## src/rtl/div_exec_unit.sv

```systemverilog
// Radix-2 restoring divider for the EX stage: one quotient bit per cycle, {HI=rem, LO=quo} on completion.
// Latency WIDTH+1 cycles from start (1 for a zero divisor); stall_div holds the pipeline while busy.
`ifndef SIG_ALU_DIV
`define SIG_ALU_DIV 5'b11010
`endif
`ifndef SIG_ALU_DIVU
`define SIG_ALU_DIVU 5'b11011
`endif

module div_exec_unit #(
    parameter logic [4:0] DIV_CODE  = `SIG_ALU_DIV,
    parameter logic [4:0] DIVU_CODE = `SIG_ALU_DIVU,
    parameter int         WIDTH     = 32
) (
    input  logic               clk,
    input  logic               rst,
    input  logic [4:0]         alucontrolE,
    input  logic               validE,
    input  logic               flushE,
    input  logic [WIDTH-1:0]   srcaE,
    input  logic [WIDTH-1:0]   srcbE,
    output logic               stall_div,
    output logic               div_ready,
    output logic [2*WIDTH-1:0] div_result
);
    localparam int CW = (WIDTH > 1) ? $clog2(WIDTH) : 1;

    typedef enum logic [1:0] {S_IDLE, S_RUN, S_DONE} state_t;

    state_t             state_q, state_d;
    logic [CW-1:0]      cnt_q, cnt_d;
    logic [WIDTH-1:0]   rem_q, rem_d;
    logic [WIDTH-1:0]   dvd_q, dvd_d;
    logic [WIDTH-1:0]   dvs_q, dvs_d;
    logic               sa_q, sa_d, sb_q, sb_d;
    logic [2*WIDTH-1:0] pend_q, pend_d;
    logic [2*WIDTH-1:0] result_q, result_d;

    logic             start, is_signed, a_neg, b_neg, q_bit;
    logic [WIDTH-1:0] a_mag, b_mag, rem_nx, dvd_nx, quo_fix, rem_fix;
    logic [WIDTH:0]   rem_sh, sub;

    always_comb begin
        start     = validE & ~flushE & ((alucontrolE == DIV_CODE) | (alucontrolE == DIVU_CODE));
        is_signed = (alucontrolE == DIV_CODE);
        a_neg     = is_signed & srcaE[WIDTH-1];
        b_neg     = is_signed & srcbE[WIDTH-1];
        a_mag     = a_neg ? -srcaE : srcaE;
        b_mag     = b_neg ? -srcbE : srcbE;

        // Borrow out of the trial subtraction decides the quotient bit.
        rem_sh  = {rem_q, dvd_q[WIDTH-1]};
        sub     = rem_sh - {1'b0, dvs_q};
        q_bit   = ~sub[WIDTH];
        rem_nx  = q_bit ? sub[WIDTH-1:0] : rem_sh[WIDTH-1:0];
        dvd_nx  = {dvd_q[WIDTH-2:0], q_bit};
        quo_fix = (sa_q ^ sb_q) ? -dvd_nx : dvd_nx;
        rem_fix = sa_q ? -rem_nx : rem_nx;

        state_d  = state_q;
        cnt_d    = cnt_q;
        rem_d    = rem_q;
        dvd_d    = dvd_q;
        dvs_d    = dvs_q;
        sa_d     = sa_q;
        sb_d     = sb_q;
        pend_d   = pend_q;
        result_d = result_q;

        case (state_q)
            S_RUN: begin
                if (flushE) begin
                    state_d = S_IDLE;
                    cnt_d   = '0;
                end else begin
                    rem_d = rem_nx;
                    dvd_d = dvd_nx;
                    cnt_d = cnt_q + 1'b1;
                    if (cnt_q == CW'(WIDTH-1)) begin
                        state_d = S_DONE;
                        cnt_d   = '0;
                        pend_d  = {rem_fix, quo_fix};
                    end
                end
            end
            S_DONE: begin
                state_d = S_IDLE;
                if (!flushE)
                    result_d = pend_q;
            end
            default: ;
        endcase

        // A new divide may launch from IDLE or from the DONE cycle of the previous one.
        if (start && state_q != S_RUN) begin
            if (srcbE == '0) begin
                state_d = S_DONE;
                pend_d  = {srcaE, {WIDTH{1'b1}}};
            end else begin
                state_d = S_RUN;
                cnt_d   = '0;
                rem_d   = '0;
                dvd_d   = a_mag;
                dvs_d   = b_mag;
                sa_d    = a_neg;
                sb_d    = b_neg;
            end
        end
    end

    always_ff @(posedge clk) begin
        if (rst) begin
            state_q  <= S_IDLE;
            cnt_q    <= '0;
            rem_q    <= '0;
            dvd_q    <= '0;
            dvs_q    <= '0;
            sa_q     <= 1'b0;
            sb_q     <= 1'b0;
            pend_q   <= '0;
            result_q <= '0;
        end else begin
            state_q  <= state_d;
            cnt_q    <= cnt_d;
            rem_q    <= rem_d;
            dvd_q    <= dvd_d;
            dvs_q    <= dvs_d;
            sa_q     <= sa_d;
            sb_q     <= sb_d;
            pend_q   <= pend_d;
            result_q <= result_d;
        end
    end

    // A flush in the DONE cycle suppresses the pulse and leaves the old result visible.
    assign div_ready  = (state_q == S_DONE) & ~flushE;
    assign div_result = div_ready ? pend_q : result_q;
    assign stall_div  = (start & (state_q != S_RUN)) | ((state_q == S_RUN) & ~flushE);

endmodule

```

## config.mk

```make
export PLATFORM = sky130hd
export DESIGN_NAME = div_exec_unit
export DESIGN_NICKNAME = d
export VERILOG_FILES = /design/src/rtl/div_exec_unit.sv
export SDC_FILE = /design/constraint.sdc
export NUM_CORES = 1
export LEC_CHECK = 0
export BUFFER_PORTS_ARGS = -buffer_cell sky130_fd_sc_hd__buf_2
export CAP_MARGIN = 25
export CORE_ASPECT_RATIO = 1.75
export CORE_MARGIN = 1.5
export CORE_UTILIZATION = 65
export DETAILED_ROUTE_END_ITERATION = 8
export PLACE_DENSITY = 0.93
export SLEW_MARGIN = 0
export SYNTH_ARGS = -nofsm -noshare
export SYNTH_HDL_FRONTEND = slang
export SYNTH_SLANG_ARGS = --single-unit
export TNS_END_PERCENT = 100
```

## constraint.sdc

```tcl
create_clock -name clk -period 16.2 [get_ports clk]
set_input_delay 0.81 -clock clk [delete_from_list [all_inputs] [get_ports clk]]
set_output_delay 0.81 -clock clk [all_outputs]
set_load 0.01 [all_outputs]
```

==> impl_metrics.toml <==
[global_routing]
grtUsageTotal_pct = 37.18
gr-total-overflow = 0
first_global_vias = 13972
grt_pass1_wl_microns = 69440
grt_start_max_net_pins = 80
antenna_found_initial = 0

[cts]
cts_hold_buf = 0
cts_resized = 0
clkSlewWorstSetupHoldPaths_ns = 0.07
root_buffer = "clkbuf_16"
cts_tree = "yes"
insertion_delay_ns = 0.53
numCtsBuffers = 22
cts.path.max_buffers = 3
cts_htree_levels = 1
cts_setup_buffers = 0
cts_sinks = 233

[logic_synthesis]
netlist_area_sq_um = 14580
synthTopCellsByCount = "dfxtp_1, nand2_1, nor2_1"
synth.net_count = 1960
ys_ff_latch = 233
synthFlopType = "dfxtp_1"
synthMuxAreaShare_pct = 7.268
synthTopCellsByArea = "dfxtp_1, mux2_2, nand2_1"
synth_compound_area_share_pct = 22.48
yosysTopAreaCell = "dfxtp_1"
synth_warnings = 0
synth_cell_type_count = 84
synth_adder_area_share_pct = 3.398
synth_simple_gate_area_share_pct = 22.02
async_reset_ff_share_pct = 0
syn_inst = 1848
synth_xor_area_share_pct = 7.808
synth.most_common_cell = "dfxtp_1"
yosysTopAreaCellShare_pct = 31.99
synth_seq_area_share_pct = 31.99
syn_avg_cell_area_sq_um = 7.890
synth_top_family_by_area = "compound AO/OA/AOI/OAI gates"
synth_edf_count = 0

[critical_path]
endpoint_kind = "flop"
crit_path_max_fanout = 39
reg2reg_depth = 23
worstPathArrival_ns = 6.45
criticalPathCategory = "reg -> reg"
crit_required_ns = 16.59
startpoint_type = "flop"

[detailed_routing]
drtAntennaViolNets = 0
via_per_inst = 6.392
routedWlPerCell_microns = 19.81
drt_pass1_iterations = 5
remaining_drc_errors = 0
drt_iter0_drc = 1515
wl_microns = 43900
vias = 14164

[sta]
hold_viol = 0
timing.fmax_mhz = 165.1
setup_viol = 0
rsz0062_at_grt = "no"
maxSlewViolCount = 0
finalClockSkew_ns = 0.03053
relSlewSlack_pct = 25.49
period_needed_ns = 6.055
timing.final.crit_share_pct = 37.38
fin_tns_setup_ns = 0
tightest_slew_ns = 1.117

[hold_path]
whs_path_depth = 2
min_path_type = "reg -> reg"

[floorplanning]
fp.dieH_microns = 201.1
num_rows = 72
die_x_microns = 116.2
start_util_pct = 66.07
die_area_sq_um = 23380
pin_count = 139
core_area_sq_um = 22070

[placement]
port_buffers = 138
gp_congestion = 0.9480
place_area_sq_um = 15300
dp_hpwl_microns = 30940

[final_layout]
area_growth_pct = 10.50
finish.utilization_pct = 73.00
fin_area_sq_um = 16110
drive_gt1_share_pct = 15.57
final-seq-area_sq_um = 4664
num_antenna_cells = 0
final_nets = 2016
multi_input_area_sq_um = 9213
fillers = 1700

[run]
drv_cap = 0

[power_and_ir_drop]
p_per_area_nw_per_um2 = 87.68
power_leakage_nw = 6.519
ir_worst_vdd_uv = 71.52

[run_status]
status = "complete, no violations"
[report_power, final]
part           switching [W]  leakage (nW)  internal (W)
clock               0.000232         0.375      0.000331
combinational       0.000177          4.27     0.0000956
sequential        0.00000242          1.88      0.000575
[cell usage in the layout, fill, tap and decap left out, types with 11 or more instances in the layout]
cell,count
a31oi_1,23
o21ai_0,96
a211oi_1,65
o31a_1,11
nor4_1,15
mux2_2,69
nor3_1,57
nand3_1,26
dfxtp_1,233
xor2_1,62
nand2_1,202
a21o_1,15
nor2b_1,71
buf_2,137
o22ai_1,11
xnor2_1,68
o31ai_1,31
clkbuf_16,22
inv_1,62
a21oi_1,126
buf_4,16
nor2_1,189
a311oi_1,42
and3_1,18
mux2i_1,26
nand2b_1,15
or3_1,14
ha_1,38
[final timing paths]
kind | from | end | slack, ns
hold / removal | dvs_q[22] | dvs_q[22] | 0.46
hold reg to reg | dvs_q[22] | dvs_q[22] | 0.46
setup reg to reg | dvd_q[31] | pend_q[60] | 10.14
setup / recovery | dvd_q[31] | pend_q[60] | 10.14
[flip-flops by register name, summed over array words and instances (netlist names)]
name / flops
pend_q: 64
result_q: 64
dvd_q: 32
dvs_q: 32
rem_q: 32
cnt_q: 5
state_q: 2
sa_q: 1
sb_q: 1
[layout make-up]
type	instances	share of cell area, %
Tap cell	296	2.298
Timing Repair Buffer	156	5.241
Multi-Input combinational cell	1428	57.17
Inverter	63	1.468
Clock inverter	10	1.079
Sequential cell	233	28.95
Clock buffer	30	3.789
[metrics by stage]
stage	hold slack, ns	std cells	worst slack (ns)	power [W]
detailed placement	0.4473	2174	10.24	0.0008512
global placement	0.4410	2174	10.57	0.0008456
global route	0.4895	2216	9.694	0.001457
finish	0.4550	2216	10.14	0.001413
CTS	0.4548	2214	10.24	0.001409
floorplan	0.4319	1848	10.93	0.0007845
[metal layers]
| layer | global-route usage [%] | vias to the layer above | share of wire [%] |
|---|---|---|---|
| li1 | - | 6697 | - |
| met1 | 37.99 | 6616 | 35 |
| met2 | 63.47 | 630 | 49 |
| met3 | 8.313 | 221 | 7.0 |
| met4 | 29.88 | 0 | 8.7 |
| met5 | 0 | - | 0 |
[kinds of logic (layout without fill, tap and decap cells)]
family	Yosys count	count (layout)
AND/OR/NAND/NOR	674	674
AO/OA/AOI/OAI	489	489
flip-flops	233	233
buffers and inverters	187	259
XOR/XNOR	130	130
multiplexers	96	96
adder cells (fa/ha/maj)	39	39
[critical path, cell delays in order (launching register included)]
cell	delay [ns]
dfxtp_1	0.35
inv_1	0.07
ha_1	0.16
inv_1	0.05
fa_1	0.49
a211oi_4	0.35
nor3_2	0.13
o21ai_2	0.24
a211oi_4	0.12
nor3_2	0.65
nor2_4	0.04
inv_2	0.06
buf_4	0.41
mux2i_1	0.35
ha_1	0.25
nand2_1	0.08
or2_2	0.33
nor2_1	0.11
o21ai_0	0.08
o31a_1	0.20
or4_1	0.59
o41ai_1	0.52
xor2_1	0.19
o22ai_1	0.10
Note: power is estimated with default switching activity, not from simulation.
